File: src/rtl/fifo_rr_scheduler_pkg.sv
// Shared defaults and index helpers for the round-robin FIFO pop scheduler.
package fifo_rr_scheduler_pkg;

  localparam int unsigned DEF_NUM_FIFOS = 4;
  localparam int unsigned DEF_BURST     = 2;

  // Next index in a ring of n slots; works for any n, not only powers of two.
  function automatic int unsigned inc_mod(input int unsigned idx, input int unsigned n);
    return (idx + 1 >= n) ? 0 : idx + 1;
  endfunction

endpackage

File: src/rtl/fifo_rr_scheduler_pick.sv
// Rotating first-set scan: finds the first asserted request at or after start, wrapping.
module rr_priority_pick #(
  parameter int unsigned N = 4,
  parameter int unsigned W = $clog2(N)
) (
  input  logic [N-1:0] req,
  input  logic [W-1:0] start,
  output logic [N-1:0] onehot,
  output logic [W-1:0] idx,
  output logic         any
);

  always_comb begin
    int unsigned pos;
    onehot = '0;
    idx    = '0;
    any    = 1'b0;
    pos    = 0;
    for (int unsigned k = 0; k < N; k++) begin
      pos = 32'(start) + k;
      if (pos >= N) pos = pos - N;
      if (!any && req[W'(pos)]) begin
        any               = 1'b1;
        onehot[W'(pos)]   = 1'b1;
        idx               = W'(pos);
      end
    end
  end

endmodule

File: src/rtl/fifo_rr_scheduler.sv
// Round-robin pop scheduler with burst ownership: zero-latency one-hot grant to a bank of FIFOs.
module fifo_rr_scheduler
  import fifo_rr_scheduler_pkg::*;
#(
  parameter  int unsigned NUM_FIFOS = DEF_NUM_FIFOS,
  parameter  int unsigned BURST     = DEF_BURST,
  localparam int unsigned TAGWIDTH  = $clog2(NUM_FIFOS)
) (
  input  logic                 clk,
  input  logic                 rst,
  input  logic [NUM_FIFOS-1:0] empty,
  input  logic                 out_rdy,
  output logic [NUM_FIFOS-1:0] gnt,
  output logic [TAGWIDTH-1:0]  gnt_sel,
  output logic                 gnt_vld,
  output logic [TAGWIDTH-1:0]  owner,
  output logic                 locked
);

  localparam int unsigned CW = $clog2(BURST + 1);

  logic [TAGWIDTH-1:0]  ptr_q, ptr_d;
  logic [TAGWIDTH-1:0]  owner_q, owner_d;
  logic                 locked_q, locked_d;
  logic [CW-1:0]        cnt_q, cnt_d, cnt_inc;

  logic [NUM_FIFOS-1:0] req;
  logic [NUM_FIFOS-1:0] pick_onehot;
  logic [TAGWIDTH-1:0]  pick_idx;
  logic                 pick_any;

  logic                 owner_ready, owner_gone, win_any, pop;
  logic [TAGWIDTH-1:0]  win_idx;
  logic [NUM_FIFOS-1:0] win_onehot;

  function automatic logic [TAGWIDTH-1:0] next_idx(input logic [TAGWIDTH-1:0] i);
    return TAGWIDTH'(inc_mod(32'(i), NUM_FIFOS));
  endfunction

  assign req = ~empty;

  rr_priority_pick #(
    .N(NUM_FIFOS),
    .W(TAGWIDTH)
  ) u_pick (
    .req   (req),
    .start (ptr_q),
    .onehot(pick_onehot),
    .idx   (pick_idx),
    .any   (pick_any)
  );

  // The owner keeps the grant while it has data; otherwise fall back to the scan.
  always_comb begin
    owner_ready = locked_q & ~empty[owner_q];
    owner_gone  = locked_q &  empty[owner_q];
    win_idx     = owner_ready ? owner_q : pick_idx;
    win_onehot  = owner_ready ? (NUM_FIFOS'(1) << owner_q) : pick_onehot;
    win_any     = owner_ready | pick_any;
    pop         = win_any & out_rdy & rst;
  end

  always_comb begin
    gnt     = '0;
    gnt_sel = '0;
    if (pop) begin
      gnt     = win_onehot;
      gnt_sel = win_idx;
    end
  end

  assign gnt_vld = |gnt;
  assign owner   = owner_q;
  assign locked  = locked_q;

  always_comb begin
    ptr_d    = ptr_q;
    owner_d  = owner_q;
    locked_d = locked_q;
    cnt_d    = cnt_q;
    cnt_inc  = cnt_q + CW'(1);

    if (owner_gone) begin
      locked_d = 1'b0;
      cnt_d    = '0;
      ptr_d    = next_idx(owner_q);
    end

    if (pop) begin
      if (owner_ready) begin
        cnt_d = cnt_inc;
        if (cnt_inc == CW'(BURST)) begin
          locked_d = 1'b0;
          cnt_d    = '0;
          ptr_d    = next_idx(owner_q);
        end
      end else begin
        owner_d = win_idx;
        cnt_d   = CW'(1);
        if (BURST == 1) begin
          locked_d = 1'b0;
          ptr_d    = next_idx(win_idx);
        end else begin
          // A new burst starting in a release cycle overrides the release pointer move.
          locked_d = 1'b1;
          ptr_d    = ptr_q;
        end
      end
    end
  end

  always_ff @(posedge clk or negedge rst) begin
    if (!rst) begin
      ptr_q    <= '0;
      owner_q  <= '0;
      locked_q <= 1'b0;
      cnt_q    <= '0;
    end else begin
      ptr_q    <= ptr_d;
      owner_q  <= owner_d;
      locked_q <= locked_d;
      cnt_q    <= cnt_d;
    end
  end

  a_gnt_legal: assert property (@(posedge clk) disable iff (!rst)
    (((gnt & empty) == '0) && $onehot0(gnt)));

  a_ptr_range: assert property (@(posedge clk) disable iff (!rst)
    (32'(ptr_q) < NUM_FIFOS));

endmodule

File: config.mk
export PLATFORM = sky130hd
export DESIGN_NAME = fifo_rr_scheduler
export DESIGN_NICKNAME = d
export VERILOG_FILES = /design/src/rtl/fifo_rr_scheduler_pkg.sv /design/src/rtl/fifo_rr_scheduler_pick.sv /design/src/rtl/fifo_rr_scheduler.sv
export SDC_FILE = /design/constraint.sdc
export NUM_CORES = 1
export LEC_CHECK = 0
export ABC_CLOCK_PERIOD_IN_PS = 9100
export CAP_MARGIN = 25
export CORE_AREA = 4 4 47 49
export CTS_CLUSTER_SIZE = 24
export DETAILED_ROUTE_END_ITERATION = 12
export DIE_AREA = 0 0 51 53
export PLACE_DENSITY = 0.79
export RECOVER_POWER = 25
export SYNTH_ARGS = -nofsm -noshare
export SYNTH_HDL_FRONTEND = slang
export SYNTH_SLANG_ARGS = --single-unit
File: constraint.sdc
create_clock -name clk -period 9.1 [get_ports clk]
set_clock_uncertainty 0.05 [all_clocks]
set_input_delay 1.82 -clock clk [delete_from_list [all_inputs] [get_ports clk]]
set_output_delay 1.82 -clock clk [all_outputs]
set_load 0.01 [all_outputs]
== Word-level counts from Yosys, hierarchy flattened ==
Index checks and enable logic that the tools add are counted.
Word-level totals
  flip-flop bits (word level): 7
  word-level logic and storage cells: 105
Cells by class
  reduce and logical (&&, ||, !) cells: 13
  shifts and indexed selects: 1
  muxes and demuxes: 51
  add/subtract/negate cells: 9
  equality and inequality tests: 2
  bitwise logic cells: 11
  $lt $le $gt $ge: 14
Operators with widths (number)
  two-way mux 2 bit: 19
  two-way mux 4 bit: 6
  two-way mux 1 bit: 17
  less-than comparator 2 x 3 -> 1 bit (second input constant): 5
  >= comparator 3 bit (second input constant): 4
  bitwise OR 4 bit: 3
  binary-select mux 1 bit (select 2 bit): 5
  demux 1 bit (select 2 bit): 4
  >= comparator 2 x 1 -> 1 bit (second input constant): 4
  subtractor 2 x 1 -> 2 bit (second input constant): 4
  logical AND 1 bit: 7
  adder 2 x 1 -> 3 bit (second input constant): 2
  adder 2 x 2 -> 3 bit (second input constant): 2
  bitwise AND 1 bit: 4
  inverter 4 bit: 1
  OR reduction 4 bit: 1
  << shifter 1 x 2 -> 4 bit (first input constant): 1
  >= comparator 2 x 3 -> 1 bit (second input constant): 1
  logical NOT 1 bit: 3
  adder 2 x 1 -> 2 bit (second input constant): 1
  equality test 2 bit (second input constant): 1
  != test 2 bit (second input constant): 1
  inverter 1 bit: 2
  AND reduction 2 bit: 1
  2 further kinds: 2

== Depth between registers and ports, before layout ==
Gate-level depths: netlist of run 1.
  depth in word-level cells: 19
  gate-level depth with buffers: 9

== Hierarchy ==
Synthesis of run 1 repeated with hierarchy kept, for this count alone.
Second synthesis, totals
  cell total of the unflattened synthesis: 113
  area, all modules: 992.2 µm²
By module, submodules not included
  fifo_rr_scheduler: sequential area each 175.2 µm², cells an instance 68, area each 570.5 µm², times used 1
  rr_priority_pick: sequential area each 0.0 µm², cells an instance 45, area each 421.7 µm², times used 1

== Worst setup path before layout of run 1 ==
OpenSTA, ideal clock, no wires.
  kind: input-to-output
  start: in empty[0]
  end: out gnt_vld
  cell stages on the path: 6
  path slack: 3.698 ns
  data required time: 7.230 ns
  data arrival time: 3.532 ns
  cells stage by stage: buf_2 -> mux4_2 -> or2_4 -> o21ai_1 -> a31oi_1 -> or4_1
Between the ends
  word-level cells in the longest chain between the ends: 18
  elaborated cells on any way between the ends: 36
  classes of those cells: mux: 20; bitwise: 9; reduce/logical: 7
RTL lines
  from (decl): RTL line fifo_rr_scheduler.sv:11  | input logic [NUM_FIFOS-1:0] empty,
  inverter 4 bit: RTL line fifo_rr_scheduler.sv:40  | assign req = ~empty;
  binary-select mux 1 bit (select 2 bit): RTL line fifo_rr_scheduler_pick.sv:22  | if (!any && req[W'(pos)]) begin
  two-way mux 1 bit (not written as such): RTL line fifo_rr_scheduler_pick.sv:22
  two-way mux 1 bit: RTL line fifo_rr_scheduler_pick.sv:22
  logical NOT 1 bit: RTL line fifo_rr_scheduler_pick.sv:22
  logical AND 1 bit: RTL line fifo_rr_scheduler_pick.sv:22
  two-way mux 1 bit: RTL line fifo_rr_scheduler_pick.sv:22
  logical NOT 1 bit: RTL line fifo_rr_scheduler_pick.sv:22
  [... 2 more ...]
  logical NOT 1 bit: RTL line fifo_rr_scheduler_pick.sv:22
  logical AND 1 bit: RTL line fifo_rr_scheduler_pick.sv:22
  two-way mux 1 bit: RTL line fifo_rr_scheduler_pick.sv:22
  bitwise OR 1 bit: RTL line fifo_rr_scheduler.sv:59  | win_any = owner_ready | pick_any;
  bitwise AND 1 bit (2 in series): RTL line fifo_rr_scheduler.sv:60  | pop = win_any & out_rdy & rst;
  two-way mux 4 bit (*): RTL line fifo_rr_scheduler.sv:66  | if (pop) begin
  net gnt[0]: RTL line fifo_rr_scheduler.sv:13  | output logic [NUM_FIFOS-1:0] gnt,
  OR reduction 4 bit (*): RTL line fifo_rr_scheduler.sv:72  | assign gnt_vld = |gnt;
  to (decl): RTL line fifo_rr_scheduler.sv:15  | output logic gnt_vld,
The timed path passes the listed nets; every way through them passes the cells marked *. The select of a mux whose other input is x is not followed.

== Worst setup path after layout of run 1 ==
  start: in empty[3]
  end: out gnt_vld
Between the ends
  word-level cells in the longest chain between the ends: 18
  elaborated cells on any way between the ends: 36
  classes of those cells: mux: 20; bitwise: 9; reduce/logical: 7
RTL lines (RTL line)
  inverter 4 bit: fifo_rr_scheduler.sv:40
  binary-select mux 1 bit (select 2 bit): fifo_rr_scheduler_pick.sv:22
  two-way mux 1 bit (not written as such): fifo_rr_scheduler_pick.sv:22
  two-way mux 1 bit: fifo_rr_scheduler_pick.sv:22
  logical NOT 1 bit: fifo_rr_scheduler_pick.sv:22
  logical AND 1 bit: fifo_rr_scheduler_pick.sv:22
  two-way mux 1 bit: fifo_rr_scheduler_pick.sv:22
  logical NOT 1 bit: fifo_rr_scheduler_pick.sv:22
  logical AND 1 bit: fifo_rr_scheduler_pick.sv:22
  two-way mux 1 bit: fifo_rr_scheduler_pick.sv:22
  logical NOT 1 bit: fifo_rr_scheduler_pick.sv:22
  logical AND 1 bit: fifo_rr_scheduler_pick.sv:22
  two-way mux 1 bit: fifo_rr_scheduler_pick.sv:22
  bitwise OR 1 bit: fifo_rr_scheduler.sv:59
  bitwise AND 1 bit (2 in series): fifo_rr_scheduler.sv:60
  two-way mux 4 bit (*): fifo_rr_scheduler.sv:66
  OR reduction 4 bit (*): fifo_rr_scheduler.sv:72
Every way passes the cells marked *; elsewhere a longest branch is shown, timed or not. The select of a mux whose other input is x is not followed.

==> results.ini, run 1 <==
[status]
outcome = finished, final reports clean

[setup_path]
critical_path.n_buffers_inverters = 2
crit_family = buffers and inverters
path_cells = clkdlybuf4s50_1 > mux4_2 > and3b_1 > a21oi_1 > a31oi_1 > or4_1 > clkdlybuf4s50_1
timing.setup.critical_path_class = in -> out
worst_r2r_endpoint = owner[1]$_DFFE_PN0P_
worst-endpoint-arrival_ps = 4550
reg2reg_from = ptr_q[0]$_DFFE_PN0N_
worstSetupStartpointType = input port
worstPathMaxFanout = 11
path_common_cell = sky130_fd_sc_hd__clkdlybuf4s50_1
cpMaxStageDelayCell = sky130_fd_sc_hd__mux4_2
reg2regPathDepth = 7
setup_slack_on_the_worst_flop_to_flop_path_ps = 6380
crit_path_max_incr_delay_ps = 640
worst_ep_required_time_ps = 7230
end_kind = output pin

[floorplan]
die_h_um = 53
die_w_um = 51
floorplan.die_area_um2 = 2700
start_util = 0.513
core-area_um2 = 1860
rows = 16
design.portCount = 17

[timing]
final_setup_violation_count = 0
maxSlewViolCount = 0
fin_hold_ws_ps = 465
timing.max_slew.rel_slack = 0.550
post_route_setup_tns_ps = 0
worst_pin_slew_ps = 674
fin_ws_ps = 2680
timing.final.crit_share = 0.705
max_freq_ghz = 0.156
timing.final.crit_period_ps = 6420
timing_hold_violations_final = 0
grt_setup_unrepaired = false

[cells_and_area]
finalCoreUtilization = 0.609
finalInstanceArea_um2 = 1130
area.sequential_um2 = 175
layout.filler_cells = 184
multi_input_comb_area_um2 = 701
final_layout_size_suffix_gt1_frac = 0.0620
nNetsFinal = 148
antenna_cells = 0
synthToLayoutAreaGrowth_pct = 18.6

[route]
totalWireLength_um = 2180
drt-vias-per-instance = 5.74
firstDrtPassIters = 4
dr.first_iter.drc_count = 10
detail-route-antenna-nets = 0
remaining_drc_errors = 0
detailroute.via_count = 896
avgRoutedWirePerCell_um = 14.0

[min_path]
timing.hold.worst.start = cnt_q[1]$_DFFE_PN0P_
hold_depth = 2
holdCritPathClass = reg -> reg
worstHoldEndpoint = cnt_q[1]$_DFFE_PN0P_

[yosys]
synth.avg_cell_area_um2 = 8.24
synth_area_leader_cell = sky130_fd_sc_hd__dfrtp_1
post_synth_inst_count = 116
synth_area_leaders = sky130_fd_sc_hd__dfrtp_1 18%, sky130_fd_sc_hd__ha_1 14%, sky130_fd_sc_hd__mux4_2 9.4%
synth.top_cell.area_share = 0.183
post-synth-top-count-cell = sky130_fd_sc_hd__o21ai_0
dominantRegCellSynth = sky130_fd_sc_hd__dfrtp_1
postSynth.asyncResetShare = 1.00
syn_nets = 134
ys_seq_area_frac = 0.183
postSynthRegisterBits = 7
yosysWarningCount = 0
netlist_area_um2 = 956
synth_common_cells = 16 x sky130_fd_sc_hd__o21ai_0, 11 x sky130_fd_sc_hd__ha_1, 10 x sky130_fd_sc_hd__inv_1, 10 x sky130_fd_sc_hd__nand2_1, 9 x sky130_fd_sc_hd__a21oi_1
synth_edf_count = 0
post_synth_cell_types = 34

[job]
max_cap_violations = 0

[cts]
postCtsSetupRepairBufs = 0
cts_tree = yes
htree_levels = 1
cts.repair.resized = 0
holdBufCountCts = 0
total_clock_sinks = 7
cts_buffer_depth = 2
clk-insertion-delay-late_ps = 240
cts_made_buffers = 3
cts_root_buffer = sky130_fd_sc_hd__clkbuf_4
clkTransAtPathRegs_ps = 40

[global_route]
vias_in_the_first_global_route = 799
antenna_violations_before_repair = 0
grt_max_degree = 18
grtUsageTotal = 0.173
global_route_overflow = 0
grt_pass1_wl_um = 3580

[placement]
placer_s_final_routability_congestion_estimate = 0.885
postPlaceCellArea_um2 = 1110
preCtsSetupSlack_ps = 2720
hpwl_detailed_um = 1680
place.port_buffers = 16

[power_and_ir_drop]
power_density_nw_per_um2 = 290
power.ir.vdd_worst_uv = 173
power_leakage_nw = 0.462

[cell usage in the layout (no fill, tap or decap), types with 7 or more instances in the layout]
cell / instances
sky130_fd_sc_hd__nand2_1: 10
sky130_fd_sc_hd__ha_1: 11
sky130_fd_sc_hd__o21ai_0: 16
sky130_fd_sc_hd__dfrtp_1: 7
sky130_fd_sc_hd__inv_1: 10
sky130_fd_sc_hd__clkdlybuf4s50_1: 15
sky130_fd_sc_hd__a21oi_1: 9
[cell type report]
| class | count | share of cell area |
|---|---|---|
| timing repair buffer | 16 | 0.141 |
| clock buffer | 4 | 0.0232 |
| sequential | 7 | 0.155 |
| inverter | 10 | 0.0331 |
| multi-input combinational | 92 | 0.618 |
| tap | 27 | 0.0298 |
[how the worst max path moves through the flow]
stage / start / to / cells after the start
5_1_grt: empty[0] / gnt_vld / 7
3_3_place_gp: empty[1] / gnt_vld / 7
6_report: empty[3] / gnt_vld / 7
4_1_cts: empty[1] / gnt_vld / 7
2_1_floorplan: empty[0] / gnt_vld / 6
3_5_place_dp: empty[0] / gnt_vld / 7
[state kept, by name, summed over array words and instances, names as in the netlist]
| register | flops |
|---|---|
| cnt_q | 2 |
| owner | 2 |
| ptr_q | 2 |
| locked | 1 |
[worst register-to-register path, stage by stage, from the launching register on]
cell and delay (ps):
sky130_fd_sc_hd__dfrtp_1 690, sky130_fd_sc_hd__inv_1 200, sky130_fd_sc_hd__ha_1 450, sky130_fd_sc_hd__or3b_1 400, sky130_fd_sc_hd__o22ai_1 340, sky130_fd_sc_hd__nor2_1 90, sky130_fd_sc_hd__a211o_1 280, sky130_fd_sc_hd__o21ai_1 140
[metal layers]
layer / wire (µm) / part of all wire / GRT usage
met3: 36 / 0.016 / 0.0197
met5: 0 / 0 / 0
met1: 1010 / 0.46 / 0.226
met2: 1140 / 0.52 / 0.305
met4: 0 / 0 / 0.0404
[through the flow]
step           power [W]  cells
2_1_floorplan   0.000230    116
3_3_place_gp    0.000296    152
3_5_place_dp    0.000302    152
4_1_cts         0.000331    156
5_1_grt         0.000365    156
6_report        0.000329    156
[power breakdown]
| part | internal [W] | total, W | switching, W |
|---|---|---|---|
| registers | 0.0000436 | 0.0000763 | 0.0000327 |
| logic | 0.000112 | 0.000226 | 0.000114 |
| clock network | 0.0000166 | 0.0000261 | 0.00000947 |
[logic make-up (layout without fill, tap and decap cells)]
| kind of cell | after synthesis | after routing | synth area share |
|---|---|---|---|
| DFF | 7 | 7 | 0.183 |
| buffers and inverters | 17 | 30 | 0.0838 |
| and+or+nand+nor | 31 | 31 | 0.186 |
| AOI/OAI and AO/OA | 40 | 40 | 0.242 |
| muxes | 10 | 10 | 0.161 |
| adders and majority gates | 11 | 11 | 0.144 |
Note: power is estimated with default switching activity, not from simulation.
==> inputs of run 2 (changes only) <==
Settings changed: ABC_CLOCK_PERIOD_IN_PS 9100 to 6400, CORE_AREA 4 4 47 49 to 4 4 48 50, DIE_AREA 0 0 51 53 to 0 0 52 54, PLACE_DENSITY 0.79 to 0.76.
Clock period 9.1 ns to 6.4 ns, I/O delays scaled along.
==> run 2 against run 1 <==
Global-route usage fell by 0.49 points. First-iteration DRC count is 20% higher. Routed wire length fell by 3.3%. Total power grew 43%. Hold slack lost 13 ps. Clock-buffer cell count unchanged. Core utilization fell by 1.3 points. Critical endpoint unchanged. Largest cell class unchanged.
==> results.ini, run 2 (synthesis gave the netlist of run 1 again) <==
[status]
outcome = finished, final reports clean

[cells_and_area]
final_common_cell = sky130_fd_sc_hd__o21ai_0
finalInstanceArea_um2 = 1130
final_layout_size_suffix_gt1_frac = 0.0620
area.sequential_um2 = 175
layout.filler_cells = 179
nNetsFinal = 148
layout_common_cells = 16 x sky130_fd_sc_hd__o21ai_0, 15 x sky130_fd_sc_hd__clkdlybuf4s50_1, 11 x sky130_fd_sc_hd__ha_1
synthToLayoutAreaGrowth_pct = 18.6
multi_input_comb_area_um2 = 701
antenna_cells = 0

[cts]
clk-insertion-delay-late_ps = 260
cts_buffer_depth = 2
total_clock_sinks = 7
clkTransAtPathRegs_ps = 50
htree_levels = 1
cts_root_buffer = sky130_fd_sc_hd__clkbuf_4
cts_tree = yes
cts.repair.resized = 0
postCtsSetupRepairBufs = 0
cts_made_buffers = 3
holdBufCountCts = 0

[route]
avgRoutedWirePerCell_um = 13.5
totalWireLength_um = 2110
drt-vias-per-instance = 5.68
detail-route-antenna-nets = 0
dr.first_iter.drc_count = 12
detailroute.via_count = 886
firstDrtPassIters = 4
remaining_drc_errors = 0

[setup_path]
worst-endpoint-arrival_ps = 4000
path_common_cell = sky130_fd_sc_hd__clkdlybuf4s50_1
cpMaxStageDelayCell = sky130_fd_sc_hd__mux4_2
path_cells = clkdlybuf4s50_1 > mux4_2 > and3b_1 > a21oi_1 > a31oi_1 > or4_1 > clkdlybuf4s50_1
worstSetupStartpointType = input port
worst_ep_required_time_ps = 5070
crit_path_max_incr_delay_ps = 640
end_kind = output pin
worstPathMaxFanout = 11
timing.setup.critical_path_class = in -> out

[job]
max_cap_violations = 0

[timing]
maxSlewViolCount = 0
fin_ws_ps = 1070
timing.final.crit_period_ps = 5330
timing_hold_violations_final = 0
post_route_setup_tns_ps = 0
grt_setup_unrepaired = false
final_setup_violation_count = 0
worst_pin_slew_ps = 679
timing.final.crit_share = 0.833
max_freq_ghz = 0.188
timing.max_slew.rel_slack = 0.546

[placement]
preCtsSetupSlack_ps = 1100
placer_s_final_routability_congestion_estimate = 0.816
hpwl_detailed_um = 1640
postPlaceCellArea_um2 = 1110
place.port_buffers = 16

[floorplan]
die_h_um = 54
core-area_um2 = 1900
rows = 16
die_w_um = 52
floorplan.die_area_um2 = 2810
design.portCount = 17
start_util = 0.503

[global_route]
antenna_violations_before_repair = 0
vias_in_the_first_global_route = 794
global_route_overflow = 0
grt_max_degree = 18
grtUsageTotal = 0.169
grt_pass1_wl_um = 3550

[min_path]
holdCritPathClass = reg -> reg

[power_and_ir_drop]
power_leakage_nw = 0.462
power_density_nw_per_um2 = 415
power.ir.vdd_worst_uv = 225

run 2: cell type report:
cell class | instances | area share
tap | 27 | 0.0298
inverter | 10 | 0.0331
multi-input combinational | 92 | 0.618
clock buffer | 4 | 0.0232
timing repair buffer | 16 | 0.141
sequential | 7 | 0.155
run 2: power breakdown:
part	total (W)	switching, W	internal (W)
logic	0.000322	0.000162	0.000160
clock network	0.0000407	0.0000169	0.0000238
registers	0.000108	0.0000457	0.0000619
total	0.000471	0.000225	0.000246
run 2: layer usage:
layer | share of wire | vias to the layer above | track usage
li1 | - | 450 | -
met1 | 0.48 | 420 | 0.226
met2 | 0.48 | 16 | 0.285
met3 | 0.037 | 0 | 0.0416
met4 | 0 | 0 | 0.0131
met5 | 0 | - | 0
run 2: critical path: cells and delay by family:
family	cells	cell delay, ps
and+or+nand+nor	2	770
buffers and inverters	2	1060
AOI/OAI and AO/OA	2	260
muxes	1	640
run 2: path summary, 6_finish.rpt:
path | start | endpoint | slack, ps | cells past startpoint
setup / recovery | empty[3] | gnt_vld | 1070 | 7
hold / removal | cnt_q[1]$_DFFE_PN0P_ | cnt_q[1]$_DFFE_PN0P_ | 450 | 2
max in group asynchronous | rst | cnt_q[0]$_DFFE_PN0P_ | 4720 | 1
hold reg to reg | cnt_q[1]$_DFFE_PN0P_ | cnt_q[1]$_DFFE_PN0P_ | 450 | 2
min in group asynchronous | rst | owner[0]$_DFFE_PN0P_ | 1310 | 1
setup reg to reg | ptr_q[0]$_DFFE_PN0N_ | owner[1]$_DFFE_PN0P_ | 3620 | 7
run 2: metrics by stage:
step,hold WS [ps],utilization,power (W),std cells
final,452,0.596,0.000471,156
after global routing,490,0.596,0.000521,156
after CTS,453,0.596,0.000472,156
after detailed placement,447,0.582,0.000428,152
after global placement,451,0.582,0.000420,152
after floorplan,421,-,0.000326,116
==> inputs of run 3 (changes only) <==
Settings changed: ABC_CLOCK_PERIOD_IN_PS 6400 to 4460, CORE_AREA 4 4 48 50 to 4 4 51 53, DIE_AREA 0 0 52 54 to 0 0 55 57, PLACE_DENSITY 0.76 to 0.71.
Clock period 6.4 ns to 4.46 ns, I/O delays scaled along.
==> run 3 against run 2 <==
Critical path depth did not move. Sequential power rose by 22%. Sequential cell count did not move. Hold slack improved by 2.9 ps. Cell count rose by 7.7%. Clock power rose by 45%.
==> results.ini, run 3 (synthesis gave the netlist of run 1 again) <==
[cells_and_area]
antenna_cells = 0
layout.filler_cells = 202
synthToLayoutAreaGrowth_pct = 27.9
final_common_cell = sky130_fd_sc_hd__o21ai_0
final_layout_size_suffix_gt1_frac = 0.136
area.sequential_um2 = 175
final_cell_count_no_fill = 168
layout_common_cells = 14 x sky130_fd_sc_hd__o21ai_0, 12 x sky130_fd_sc_hd__clkdlybuf4s50_1, 11 x sky130_fd_sc_hd__ha_1
nNetsFinal = 159
multi_input_comb_area_um2 = 701
finalCoreUtilization = 0.569

[setup_path]
timing.setup.critical_path_class = in -> out
end_kind = output pin
worstSetupStartpointType = input port
worst_ep_required_time_ps = 3520
worst-endpoint-arrival_ps = 3390
worstPathMaxFanout = 6

[placement]
place.port_buffers = 16
dp_cells = 164
hpwl_detailed_um = 1900
placer_s_final_routability_congestion_estimate = 0.850

[global_route]
antenna_violations_before_repair = 0
vias_in_the_first_global_route = 853
global_route_overflow = 0
grt_max_degree = 17
grtUsageTotal = 0.173
grt_pass1_wl_um = 4080

[cts]
cts_tree = yes
total_clock_sinks = 7
clkTransAtPathRegs_ps = 50
holdBufCountCts = 0
cts_buffer_depth = 2
cts_made_buffers = 3
htree_levels = 1
clk-insertion-delay-late_ps = 260
cts_root_buffer = sky130_fd_sc_hd__clkbuf_4

[power_and_ir_drop]
power_density_nw_per_um2 = 591
share_comb_of_total_power = 0.735
switching_share = 0.465
seqPwrFrac = 0.183
power_leakage_nw = 0.543
power.ir.vdd_worst_uv = 319
power_switching_w = 0.000336
clockPowerShare = 0.082
p_int_w = 0.000386

[timing]
worst_pin_slew_ps = 431
timing_hold_violations_final = 0
max_freq_ghz = 0.231
post_route_setup_tns_ps = 0
timing.final.crit_share = 0.971
final_setup_violation_count = 0
timing.final.crit_period_ps = 4330
timing.max_slew.rel_slack = 0.712
grt_setup_unrepaired = false
maxSlewViolCount = 0

[route]
detailroute.via_count = 948
firstDrtPassIters = 4
totalWireLength_um = 2360
detail-route-antenna-nets = 0
drt-vias-per-instance = 5.64
remaining_drc_errors = 0
dr.first_iter.drc_count = 12
avgRoutedWirePerCell_um = 14.1

[min_path]
holdCritPathClass = reg -> reg

[floorplan]
design.portCount = 17
die_w_um = 55
start_util = 0.445
rows = 17
core-area_um2 = 2150
floorplan.die_area_um2 = 3140
die_h_um = 57

[status]
outcome = finished, final reports clean

[job]
max_cap_violations = 0

[run 3: final cells by class]
cell class | count | share of cell area
Tap cell | 28 | 0.0287
Sequential cell | 7 | 0.143
Clock buffer | 3 | 0.0184
Multi-Input combinational cell | 92 | 0.573
Timing Repair Buffer | 27 | 0.202
Clock inverter | 1 | 0.00409
Inverter | 10 | 0.0307
[run 3: what timing repair did]
| item | CTS | global route |
|---|---|---|
| endpoints found under the hold margin | 0 | 0 |
| resized for setup | 0 | 5 |
| setup buffers | 0 | 0 |
| setup endpoints to repair | 0 | 1 |
[run 3: worst paths after layout]
| kind | slack, ps | cells past startpoint | startpoint | end |
|---|---|---|---|---|
| setup / recovery | 130 | 7 | empty[0] | gnt_vld |
| hold / removal | 450 | 2 | cnt_q[1]$_DFFE_PN0P_ | cnt_q[1]$_DFFE_PN0P_ |
| setup reg to reg | 1970 | 7 | ptr_q[1]$_DFFE_PN0N_ | owner[1]$_DFFE_PN0P_ |
| hold reg to reg | 450 | 2 | cnt_q[1]$_DFFE_PN0P_ | cnt_q[1]$_DFFE_PN0P_ |
| max in group asynchronous | 3030 | 2 | rst | owner[0]$_DFFE_PN0P_ |
| min in group asynchronous | 1030 | 2 | rst | cnt_q[0]$_DFFE_PN0P_ |
[run 3: per-layer routing]
metal | up-vias | GRT usage | part of all wire
met5 | - | 0 | 0
met4 | 0 | 0.0347 | 0.0068
met3 | 4 | 0.0444 | 0.032
met2 | 12 | 0.269 | 0.49
met1 | 460 | 0.241 | 0.47
li1 | 472 | - | -
[run 3: critical path, stage by stage]
cell and delay, ps:
sky130_fd_sc_hd__clkdlybuf4s50_1 500, sky130_fd_sc_hd__mux4_2 500, sky130_fd_sc_hd__and3b_1 220, sky130_fd_sc_hd__a21oi_1 170, sky130_fd_sc_hd__a31oi_1 110, sky130_fd_sc_hd__or4_1 510, sky130_fd_sc_hd__clkdlybuf4s50_1 490
[run 3: per-stage QoR]
stage	power (W)	area (µm²)	setup WS [ps]	hold WS [ps]
6_report	0.000722	1220	131	455
5_1_grt	0.000797	1220	10.1	472
4_1_cts	0.000724	1220	53.8	456
3_5_place_dp	0.000661	1190	55.0	446
3_3_place_gp	0.000645	1190	114	433
2_1_floorplan	0.000468	956	655	421
[run 3: power groups by stage]
stage                     Combinational, W  Sequential, W  Clock [W]
after floorplan                   0.000332       0.000137          0
after global placement            0.000512       0.000132          0
after detailed placement          0.000528       0.000133          0
after CTS                         0.000530       0.000132  0.0000617
after global routing              0.000593       0.000137  0.0000669
final                             0.000531       0.000132  0.0000589
